## src/rtl/aes_pkg.sv

```systemverilog
// Shared AES GF(2^8) types, InvMixColumns coefficient matrix and field helpers.
package aes_pkg;

    typedef logic [7:0]  byte_t;
    typedef logic [31:0] col_t;

    // Row i, column j coefficient of the InvMixColumns matrix.
    localparam byte_t INV_MC [4][4] = '{
        '{8'h0e, 8'h0b, 8'h0d, 8'h09},
        '{8'h09, 8'h0e, 8'h0b, 8'h0d},
        '{8'h0d, 8'h09, 8'h0e, 8'h0b},
        '{8'h0b, 8'h0d, 8'h09, 8'h0e}
    };

    function automatic byte_t xtime(input byte_t a);
        return {a[6:0], 1'b0} ^ (a[7] ? 8'h1b : 8'h00);
    endfunction

    function automatic byte_t gmul_inv(input byte_t a, input byte_t coef);
        byte_t x2, x4, x8;
        x2 = xtime(a);
        x4 = xtime(x2);
        x8 = xtime(x4);
        case (coef)
            8'h09:   return x8 ^ a;
            8'h0b:   return x8 ^ x2 ^ a;
            8'h0d:   return x8 ^ x4 ^ a;
            8'h0e:   return x8 ^ x4 ^ x2;
            default: return 8'h00;
        endcase
    endfunction

endpackage

```

## src/rtl/gf_inv_mul.sv

```systemverilog
// Combinational GF(2^8) products of one byte by the four InvMixColumns coefficients.
module gf_inv_mul
    import aes_pkg::*;
(
    input  byte_t d_i,
    output byte_t x9_o,
    output byte_t xb_o,
    output byte_t xd_o,
    output byte_t xe_o
);

    byte_t x2, x4, x8;

    assign x2 = xtime(d_i);
    assign x4 = xtime(x2);
    assign x8 = xtime(x4);

    assign x9_o = x8 ^ d_i;
    assign xb_o = x8 ^ x2 ^ d_i;
    assign xd_o = x8 ^ x4 ^ d_i;
    assign xe_o = x8 ^ x4 ^ x2;

endmodule

```

## src/rtl/inv_mix_column_serial.sv

```systemverilog
// Byte-serial AES InvMixColumns: four bytes in (row 0 first), one 32-bit column out
// on a held output register with valid/ready handshakes on both sides.
module inv_mix_column_serial
    import aes_pkg::*;
#(
    parameter bit ROW0_MSB = 1'b1
) (
    input  logic        clk,
    input  logic        rst_n,
    input  logic        clr,
    input  logic        in_valid,
    output logic        in_ready,
    input  logic [7:0]  d_in,
    output logic        out_valid,
    input  logic        out_ready,
    output logic [31:0] d_out,
    output logic        busy
);

    logic [1:0] cnt_q, cnt_d;
    byte_t      acc_q [4];
    byte_t      acc_d [4];
    col_t       dout_q, dout_d;
    logic       ovld_q, ovld_d;

    byte_t      x9, xb, xd, xe;
    byte_t      prod [4];
    logic       fire_in;

    function automatic byte_t pick(input byte_t coef, input byte_t p9, input byte_t pb,
                                   input byte_t pd, input byte_t pe);
        case (coef)
            8'h09:   return p9;
            8'h0b:   return pb;
            8'h0d:   return pd;
            default: return pe;
        endcase
    endfunction

    gf_inv_mul u_gf_inv_mul (
        .d_i  (d_in),
        .x9_o (x9),
        .xb_o (xb),
        .xd_o (xd),
        .xe_o (xe)
    );

    // One multiplier shared by all rows; the byte position selects each row's coefficient.
    always_comb begin
        for (int i = 0; i < 4; i++) begin
            prod[i] = pick(INV_MC[i][cnt_q], x9, xb, xd, xe);
        end
    end

    // Only the 4th byte needs the output slot, so only it can stall.
    assign in_ready  = !((cnt_q == 2'd3) && ovld_q && !out_ready);
    assign fire_in   = in_valid && in_ready;
    assign busy      = (cnt_q != 2'd0);
    assign out_valid = ovld_q;
    assign d_out     = dout_q;

    always_comb begin
        cnt_d  = cnt_q;
        acc_d  = acc_q;
        dout_d = dout_q;
        ovld_d = ovld_q;

        if (out_ready) begin
            ovld_d = 1'b0;
        end

        if (clr) begin
            cnt_d = 2'd0;
            for (int i = 0; i < 4; i++) acc_d[i] = 8'h00;
        end else if (fire_in) begin
            if (cnt_q == 2'd3) begin
                for (int i = 0; i < 4; i++) begin
                    if (ROW0_MSB) dout_d[8*(3-i) +: 8] = acc_q[i] ^ prod[i];
                    else          dout_d[8*i +: 8]     = acc_q[i] ^ prod[i];
                    acc_d[i] = 8'h00;
                end
                ovld_d = 1'b1;
                cnt_d  = 2'd0;
            end else begin
                for (int i = 0; i < 4; i++) acc_d[i] = acc_q[i] ^ prod[i];
                cnt_d = cnt_q + 2'd1;
            end
        end
    end

    always_ff @(posedge clk or negedge rst_n) begin
        if (!rst_n) begin
            cnt_q  <= 2'd0;
            acc_q  <= '{default: 8'h00};
            dout_q <= 32'h0;
            ovld_q <= 1'b0;
        end else begin
            cnt_q  <= cnt_d;
            acc_q  <= acc_d;
            dout_q <= dout_d;
            ovld_q <= ovld_d;
        end
    end

endmodule

```

## config.mk

```make
export PLATFORM = sky130hd
export DESIGN_NAME = inv_mix_column_serial
export DESIGN_NICKNAME = d
export VERILOG_FILES = /design/src/rtl/aes_pkg.sv /design/src/rtl/gf_inv_mul.sv /design/src/rtl/inv_mix_column_serial.sv
export SDC_FILE = /design/constraint.sdc
export NUM_CORES = 1
export LEC_CHECK = 0
export ABC_AREA = 1
export CORE_ASPECT_RATIO = 1.75
export CORE_MARGIN = 1
export CORE_UTILIZATION = 58
export DETAILED_ROUTE_END_ITERATION = 8
export MAX_ROUTING_LAYER = met4
export PLACE_DENSITY = 0.85
export SETUP_SLACK_MARGIN = 0.2
export SLEW_MARGIN = 0
export SYNTH_ARGS = -nofsm -noshare
export SYNTH_HDL_FRONTEND = slang
export SYNTH_SLANG_ARGS = --single-unit
```

## constraint.sdc

```tcl
create_clock -name clk -period 2.5 [get_ports clk]
set_clock_uncertainty 0.05 [all_clocks]
set_input_delay 0.75 -clock clk [delete_from_list [all_inputs] [get_ports clk]]
set_output_delay 0.75 -clock clk [all_outputs]
set_load 0.1 [all_outputs]
```

==> impl_metrics.csv <==
group,metric,value,unit
cts,clock_latency,350,ps
finish,fill_cells,613,
timing,relSlewSlack,54.0,%
worst_setup_path,cp.required,1700,ps
floorplanning,core_area,8260,um2
power,ir_drop,0.788,mV
finish,final_layout_size_suffix_gt1_share,23.1,%
global_route,grt_use_met3,7.12,%
cts,cts.htree.levels,3,
floorplanning,die_area,8850,um2
logic_synthesis,seq_area_frac_synth,34.2,%
status,status,"completed",
detailed_routing,vias,5828,
job,drv_cap,0,
worst_setup_path,critPathKind,"flip-flop to output port",
worst_setup_path,crit_arrival,1510,ps
place,dpl_cell_area,5750,um2
worst_setup_path,crit_chain,"ha_2, inv_4, nor2_4, clkinvlp_4, buf_12",
worst_setup_path,cp_num_buf_inv,3,
finish,fin_area,6380,um2
logic_synthesis,synthDistinctLibCells,21,
global_route,grt_use_met2,71.0,%
hold_path,hp-class,"input port to async pin",
detailed_routing,wl_per_cell,17.8,um
finish,n_antenna_cell,0,
worst_setup_path,max_stage_delay,410,ps
floorplanning,start_util,59.4,%
worst_setup_path,path_max_fanout,10,
cts,clkTransAtPathRegs,60,ps
global_route,grt_pass1_vias,5524,
global_route,grt_use_total,41.3,%
worst_setup_path,critPathSlowestCell,"dfrtp_2",
floorplanning,die_y,124,um
global_route,grt_pass1_wl,26.4,mm
power,powerDensity,801,nW/um2
worst_setup_path,end_kind,"output port",
detailed_routing,postRouteAntennaNets,0,
timing,rsz0062_at_grt,"true",
place,numPortBuffers,47,
cts,root_buffer,"clkbuf_16",
timing,period_needed,2310,ps
cts,clock-sinks,67,
logic_synthesis,synth_cells,784,
timing,period_share,92.4,%
logic_synthesis,syn_avg_cell_area,6.26,um2
detailed_routing,dr.pass1.iters,8,
cts,cts_tree,"yes",
power,power.total,5.11,mW
place,hpwl,12.1,mm
cts,cts_buffers,9,
detailed_routing,route.final.wire_length,17.4,mm
logic_synthesis,yosys_warnings,0,
detailed_routing,drcViolationCount,0,
timing,drv_slew,0,
worst_setup_path,cp_top_family,"flip-flops",
cts,ctsHoldBuffers,0,
logic_synthesis,syn_area,4910,um2
timing,setup_violations,0,
finish,syn_to_final_growth,30.0,%
floorplanning,ioPinCount,48,
timing,max_slew.worst_pin.slew,690,ps
detailed_routing,initialDrtViolationCount,636,
detailed_routing,viasPerCell,5.98,
timing,hold_viol_final,0,
global_route,grt_max_degree,46,
worst_setup_path,r2r_slack,350,ps
finish,final_net_count,900,
timing,max_freq,433,MHz
logic_synthesis,syn-num-nets,805,
worst_setup_path,cp-start-kind,"flip-flop",
power,leakage,3.56,nW
cts,clockBufferDepth,2,
global_route,antenna_found_initial,0,
floorplanning,die_w,71.5,um
logic_synthesis,synth_seq_cells,67,
global_route,top_usage_layer,"met2",
global_route,met1_usage,43.5,%
global_route,overflow,0,
place,place_congestion,1.02,
floorplanning,row_count,44,
[sequential cells by signal, indices dropped and copies added, names as in the netlist]
name and count:
acc_q 32, d_out 32, cnt_q 2, out_valid 1
[synth_stat cells]
cell type	n	area, um2
nand2_1	351	1320
nand3_1	190	951
dfrtp_1	67	1680
inv_1	65	244
nand2_2	24	150
buf_2	12	60.1
clkbuf_1	10	37.5
nand4_1	9	56.3
ha_1	8	100
buf_4	7	52.6
nor2_1	7	26.3
o21ai_0	7	35.0
inv_2	6	22.5
nand3b_1	5	37.5
xor2_1	4	35.0
a21oi_1	3	15.0
nand2_4	3	33.8
buf_6	2	22.5
xnor2_1	2	17.5
inv_4	1	6.26
nand3_2	1	10.0
[metal layers]
metal / routed length (um) / part of all wire [%]
met1: 6200 / 36
met3: 1410 / 8.1
met2: 8700 / 50
met4: 1050 / 6.0
met5: 0 / 0
[timing repair]
action / 4_1_cts / 5_1_grt
hold endpoints to repair: 0 / 0
setup buffers: 4 / 6
pin swaps: 5 / 23
gates resized for setup: 21 / 62
cloned: 0 / 0
setup endpoints to repair: 15 / 59
[final timing paths]
path,start,endpoint,depth (start not counted)
setup / recovery,cnt_q[0]$_DFFE_PN0P_,in_ready,5
hold / removal,rst_n,out_valid$_DFF_PN0_,2
setup reg to reg,cnt_q[1]$_DFFE_PN0P_,d_out[1]$_DFFE_PN0P_,9
hold reg to reg,d_out[13]$_DFFE_PN0P_,d_out[13]$_DFFE_PN0P_,2
max in group asynchronous,rst_n,acc_q[11]$_DFFE_PN0P_,2
min in group clk,d_out[13]$_DFFE_PN0P_,d_out[13]$_DFFE_PN0P_,2
[worst register-to-register path: cells and delay by family, from the launching register on]
family,cells,cell delay [ps]
simple gates,7,810
fa+ha+maj,1,620
flops,1,410
buf+inv,1,210
[cells in the final DEF, fill, tap and decap left out, types with 3 or more instances in the layout]
master / netlist / layout
nand2_1: 351 / 326
nand3_1: 190 / 177
buf_4: 7 / 94
dfrtp_1: 67 / 65
inv_1: 65 / 60
nand2_2: 24 / 34
nand2_4: 3 / 17
nand3_2: 1 / 13
nand4_1: 9 / 9
clkbuf_16: 0 / 9
inv_2: 6 / 7
o21ai_0: 7 / 7
ha_1: 8 / 6
dlymetal6s2s_1: 0 / 6
buf_12: 0 / 6
nor2_1: 7 / 5
nand3b_1: 5 / 5
clkinvlp_4: 0 / 3
a21oi_1: 3 / 3
buf_6: 2 / 3
[layout make-up]
class,count,area [um2],share of cell area [%]
inverter,72,290,4.55
tap,92,115,1.80
timing repair buffer,115,982,15.4
clock buffer,12,256,4.02
sequential,67,1680,26.3
multi-input combinational,614,3040,47.7
clock inverter,2,12.5,0.196
[where the power goes]
part	internal (mW)	leakage, nW	switching, mW
clock network	0.713	0.131	0.484
registers	1.29	0.892	0.139
logic	0.619	2.54	1.87
[cell families (layout without fill, tap and decap cells)]
| kind of cell | Yosys count | count (layout) | share of synthesized area [%] |
|---|---|---|---|
| adders and majority gates | 8 | 8 | 2.04 |
| DFF | 67 | 67 | 34.2 |
| and+or+nand+nor | 590 | 590 | 52.6 |
| xor gates and xnor gates | 6 | 6 | 1.07 |
| buffers and inverters | 103 | 201 | 9.08 |
| AOI/OAI and AO/OA | 10 | 10 | 1.02 |
[per-stage QoR]
stage	TNS [ps]	instances	worst slack [ps]	util, %	hold WS [ps]
6_report	0	974	189	77.3	329
5_1_grt	0	974	166	77.3	367
4_1_cts	0	968	148	74.1	349
3_5_place_dp	-7250	950	-164	69.7	417
3_3_place_gp	-4880	950	-160	69.7	413
2_1_floorplan	0	784	218	-	404
Power figures use the tool's default switching activity.
